[src/rtl/hid_report_scheduler.sv]
// ============================================================================
// Module   : hid_report_scheduler
// Purpose  : Frame-synchronous round-robin sharing of the hex display word
//            between up to four HID report sources, with minimum dwell time.
// Revision : 1.0
// ============================================================================
`default_nettype none

module hid_report_scheduler #(
  parameter int C_sources      = 3,
  parameter int C_data_len     = 64,
  parameter int C_dwell_frames = 30
) (
  input  logic                            clk_i,
  input  logic                            rstn_i,
  input  logic [C_sources*C_data_len-1:0] report_i,
  input  logic [C_sources-1:0]            valid_i,
  input  logic                            vsync_i,
  output logic [C_data_len-1:0]           display_o,
  output logic [1:0]                      src_o,
  output logic                            update_o,
  output logic [C_sources-1:0]            pending_o,
  output logic [C_sources-1:0]            overrun_o
);

  typedef enum logic [0:0] {
    S_IDLE  = 1'b0,
    S_DWELL = 1'b1
  } state_t;

  localparam logic [1:0] c_last_rst   = 2'(C_sources - 1);
  localparam logic [7:0] c_dwell_load = 8'(C_dwell_frames - 1);

  state_t                r_state;
  state_t                w_state_nxt;
  logic [7:0]            r_cnt;
  logic [7:0]            w_cnt_nxt;
  logic                  r_vs_q;
  logic                  w_tick;
  logic [1:0]            r_last;
  logic [1:0]            w_gnt_idx;
  logic                  w_found;
  logic                  w_any;
  logic                  w_grant;
  logic [C_data_len-1:0] w_gnt_data;
  logic [C_sources-1:0]  w_pending;
  logic [C_sources-1:0]  w_overrun;
  logic [C_data_len-1:0] w_buf [C_sources];
  logic [C_data_len-1:0] r_display;
  logic [1:0]            r_src;
  logic                  r_update;

  assign w_tick = vsync_i & ~r_vs_q;
  assign w_any  = |w_pending;

  // Search order last+1, last+2, ... wrapping at C_sources; first pending wins.
  always_comb begin
    w_gnt_idx = r_last;
    w_found   = 1'b0;
    for (int k = 1; k <= C_sources; k++) begin
      for (int s = 0; s < C_sources; s++) begin
        if (!w_found && w_pending[s] && (s == (int'(r_last) + k) % C_sources)) begin
          w_found   = 1'b1;
          w_gnt_idx = 2'(s);
        end
      end
    end
  end

  always_comb begin
    w_gnt_data = '0;
    for (int s = 0; s < C_sources; s++) begin
      if (2'(s) == w_gnt_idx) begin
        w_gnt_data = w_buf[s];
      end
    end
  end

  always_comb begin
    w_state_nxt = r_state;
    w_cnt_nxt   = r_cnt;
    w_grant     = 1'b0;
    if (w_tick) begin
      case (r_state)
        S_IDLE: begin
          if (w_any) begin
            w_grant     = 1'b1;
            w_cnt_nxt   = c_dwell_load;
            w_state_nxt = S_DWELL;
          end
        end
        S_DWELL: begin
          if (r_cnt != 8'd0) begin
            w_cnt_nxt = r_cnt - 8'd1;
          end else if (w_any) begin
            w_grant   = 1'b1;
            w_cnt_nxt = c_dwell_load;
          end else begin
            w_state_nxt = S_IDLE;
          end
        end
        default: w_state_nxt = S_IDLE;
      endcase
    end
  end

  always_ff @(posedge clk_i or negedge rstn_i) begin
    if (!rstn_i) begin
      r_state <= S_IDLE;
      r_cnt   <= 8'd0;
      r_vs_q  <= 1'b0;
    end else begin
      r_state <= w_state_nxt;
      r_cnt   <= w_cnt_nxt;
      r_vs_q  <= vsync_i;
    end
  end

  always_ff @(posedge clk_i or negedge rstn_i) begin
    if (!rstn_i) begin
      r_display <= '0;
      r_src     <= 2'd0;
      r_update  <= 1'b0;
      r_last    <= c_last_rst;
    end else begin
      r_update <= w_grant;
      if (w_grant) begin
        r_display <= w_gnt_data;
        r_src     <= w_gnt_idx;
        r_last    <= w_gnt_idx;
      end
    end
  end

  for (genvar s = 0; s < C_sources; s++) begin : g_src
    logic                  w_sel;
    logic                  r_pend;
    logic                  r_ovr;
    logic [C_data_len-1:0] r_buf;

    assign w_sel = w_grant && (w_gnt_idx == 2'(s));

    // On a same-cycle grant the display takes the old buffer and the new
    // report stays pending without counting as an overrun.
    always_ff @(posedge clk_i or negedge rstn_i) begin
      if (!rstn_i) begin
        r_buf  <= '0;
        r_pend <= 1'b0;
        r_ovr  <= 1'b0;
      end else if (valid_i[s]) begin
        r_buf  <= report_i[s*C_data_len +: C_data_len];
        r_pend <= 1'b1;
        if (r_pend && !w_sel) begin
          r_ovr <= 1'b1;
        end
      end else if (w_sel) begin
        r_pend <= 1'b0;
      end
    end

    assign w_buf[s]     = r_buf;
    assign w_pending[s] = r_pend;
    assign w_overrun[s] = r_ovr;
  end

  assign display_o = r_display;
  assign src_o     = r_src;
  assign update_o  = r_update;
  assign pending_o = w_pending;
  assign overrun_o = w_overrun;

endmodule

`default_nettype wire

[config.mk]
export PLATFORM = sky130hd
export DESIGN_NAME = hid_report_scheduler
export DESIGN_NICKNAME = d
export VERILOG_FILES = /design/src/rtl/hid_report_scheduler.sv
export SDC_FILE = /design/constraint.sdc
export NUM_CORES = 1
export LEC_CHECK = 0
export BUFFER_PORTS_ARGS = -buffer_cell sky130_fd_sc_hd__buf_2
export CAP_MARGIN = 40
export CORE_AREA = 3 3 175 177
export CTS_CLUSTER_SIZE = 8
export DETAILED_ROUTE_END_ITERATION = 10
export DIE_AREA = 0 0 178 180
export PLACE_DENSITY = 0.69
export SLEW_MARGIN = 40
export SYNTH_ARGS = -nofsm -noshare
export SYNTH_HDL_FRONTEND = slang
export SYNTH_SLANG_ARGS = --single-unit
export TNS_END_PERCENT = 100
[constraint.sdc]
create_clock -name clk_i -period 2.9 [get_ports clk_i]
set_clock_uncertainty 0.2 [all_clocks]
set_input_delay 0.58 -clock clk_i [delete_from_list [all_inputs] [get_ports clk_i]]
set_output_delay 0.58 -clock clk_i [all_outputs]
set_load 0.1 [all_outputs]
==> results.toml <==
[critical_path]
startpoint_type = "register"
cp_max_fo = 21
worstSetupPathType = "reg -> reg"
required_ns = 3.08
cp_data_arrival_time_ns = 2.83
end_kind = "register"

[sta]
setup_viol = 0
fmax_mhz = 377.1
grt_setup_unrepaired = "false"
fin_crit_ns = 2.652
hold_viol = 0
finalSetupTns_ns = 0
tightest_slew_ns = 0.6569
final_max_slew_viol_count = 0
slew_headroom = 0.5621
finalCritPeriodShare = 0.9145

[yosys]
synth-edff-count = 0
syn_nets = 1025
synthFlopType = "dfrtp_1"
synth_seq_cells = 276
avgSynthCellArea_um2 = 14.21
syn_area_um2 = 11690
seq_area_frac_synth = 0.5907
async_flop_share = 1.000
synth_cells = 823
ys_warn_count = 0
synth_cell_type_count = 44

[placement]
routabilityCongestion = 0.8002
port_buffers = 270
placed_area_um2 = 13600
dpl.hpwl_um = 19670

[floorplanning]
num_rows = 63
io_pins = 271
die_h_um = 180
start_util = 0.3978
core-area_um2 = 29400
dieArea_um2 = 32040
die_w_um = 178

[route]
vias_per_cell = 5.157
routed_wl_um = 29760
num_vias = 7725
drc = 0
dr.pass1.iters = 4
wl_per_cell_um = 19.87
drt_iter0_drc = 300
ant_nets = 0

[cts]
tritoncts.num_buffers = 40
clk_pin_slew_ns = 0.06
clockBufferDepth = 3
cts.sinks = 276
root_buffer = "clkbuf_16"
htree_num_levels = 2
cts_tree = "built"
clock_latency_ns = 0.51
post-cts-setup-buffer-count = 0

[power_and_ir_drop]
powerDensity_nw_per_um2 = 1121
p_total_mw = 16.48
ir_drop_uv = 987.5
p_leak_nw = 7.218

[finish]
nNetsFinal = 1299
final_util = 0.5002
nFillCells = 2578
drive_gt1_frac = 0.4819
area_growth_pct = 25.76
fin_area_um2 = 14710

[global_route]
grt_antenna_before_repair = 8
grt_use_total = 0.1849
grt_remaining_overflow = 0
grt_start_max_net_pins = 84
grt_pass1_vias = 8300
grt_pass1_wl_um = 46520

[run]
maxCapViolCount = 0

[run_status]
outcome = "complete, no violations"

[worst_hold_path]
hp-class = "in -> reg"
sequential cells by signal (all words and copies together), names as in the netlist:
name,cells
g_src.r_buf,192
src_o,1
g_src.r_pend,3
r_state,1
r_vs_q,1
r_cnt,8
update_o,1
r_last,2
display_o,64
g_src.r_ovr,3
critical path, cell delays in order, from the launching register on:
cell and delay (ns):
dfrtp_1 0.38, inv_1 0.07, ha_1 0.40, nor4bb_2 0.36, nand2_1 0.14, a31oi_4 0.28
buf_12 0.24, mux2i_1 0.32, o22ai_1 0.12
synth_stat cells, drive strengths merged, types with 2 or more instances:
master | n | share of area
ha | 4 | 0.0043
nor4bb | 2 | 0.0017
nand3 | 8 | 0.0034
a31o | 2 | 0.0015
dfrtp | 275 | 0.59
clkbuf | 25 | 0.0080
or4 | 2 | 0.0016
buf | 34 | 0.015
o21ai | 6 | 0.0026
nand2b | 6 | 0.0032
o21a | 3 | 0.0019
o22a | 4 | 0.0030
nand4 | 2 | 0.0011
o22ai | 64 | 0.034
nor2 | 11 | 0.0035
nor2b | 4 | 0.0021
mux2i | 129 | 0.11
a21o | 3 | 0.0019
nor3 | 3 | 0.0013
a21oi | 5 | 0.0025
mux2 | 193 | 0.19
inv | 6 | 0.0019
a21boi | 3 | 0.0019
o21bai | 2 | 0.0013
nand2 | 11 | 0.0035
and3 | 3 | 0.0016
cells in the final DEF, fill, tap and decap left out, drive strengths merged, types with 2 or more instances in the layout:
cell type / netlist / routed
buf: 34 / 289
dfrtp: 275 / 275
mux2: 193 / 193
mux2i: 129 / 129
o22ai: 64 / 64
clkbuf: 25 / 51
nor2: 11 / 11
nand2: 11 / 11
nand3: 8 / 8
inv: 6 / 6
nand2b: 6 / 6
o21ai: 6 / 6
a21oi: 5 / 5
nor2b: 4 / 4
o22a: 4 / 4
ha: 4 / 4
nor3: 3 / 3
o21a: 3 / 3
a21boi: 3 / 3
and3: 3 / 3
a21o: 3 / 3
diode: 0 / 2
nand4: 2 / 2
o21bai: 2 / 2
dlygate4sd3: 0 / 2
or4: 2 / 2
nor4bb: 2 / 2
a31o: 2 / 2
where the power goes:
group          leakage (nW)  switching, mW  internal, mW  total [mW]
Sequential             3.26          0.466          4.63        5.10
Clock                 0.523           1.55          2.53        4.08
Combinational          3.44           5.27          2.04        7.31
through the flow:
step | setup WS, ns | cells | hold slack (ns)
floorplan | 0.2843 | 823 | 0.08441
global placement | 0.2868 | 1443 | 0.2762
detailed placement | 0.2170 | 1443 | 0.2851
CTS | 0.1952 | 1496 | 0.08180
global route | 0.04852 | 1497 | 0.08935
finish | 0.2479 | 1498 | 0.1046
cell type report:
class                      count  area, um^2  share of cell area
sequential                   276        6908              0.4697
multi-input combinational    482        4529              0.3080
timing repair buffer         291        1682              0.1143
clock buffer                  51        1074             0.07299
tap                          390       488.0             0.03318
inverter                       6       22.52            0.001531
antenna                        2       5.005           0.0003403
logic make-up (layout without fill, tap and decap cells):
group	Yosys count	after routing	synth area share
AO/OA/AOI/OAI	102	102	0.05938
AND/OR/NAND/NOR	54	54	0.02418
other	0	2	0
multiplexers	322	322	0.2962
buffers and inverters	65	348	0.02525
flip-flops	276	276	0.5907
adder cells (fa/ha/maj)	4	4	0.004280
worst paths after layout:
path,start,to,slack (ns),cells after the start
max in group asynchronous,rstn_i,g_src[2].r_buf[32],1.28,3
min,report_i[188],g_src[2].r_buf[60],0.10,2
max,r_last[0],display_o[2],0.25,8
max reg2reg,r_last[0],display_o[2],0.25,8
min in group asynchronous,rstn_i,g_src[2].r_buf[55],0.38,2
min reg2reg,src_o[1],src_o[1],0.30,1
repair_timing:
item	CTS	global route
gates resized for setup	0	1
endpoints found under the setup margin	0	12
hold buffers	2	0
endpoints found under the hold margin	50	0
layer usage:
metal	wire length, um	global-route usage	vias to the layer above
li1	-	-	3558
met1	12670	0.2357	3893
met2	14230	0.3054	208
met3	2198	0.05957	54
met4	582	0.04524	12
met5	80	0	-
Power figures use the tool's default switching activity.
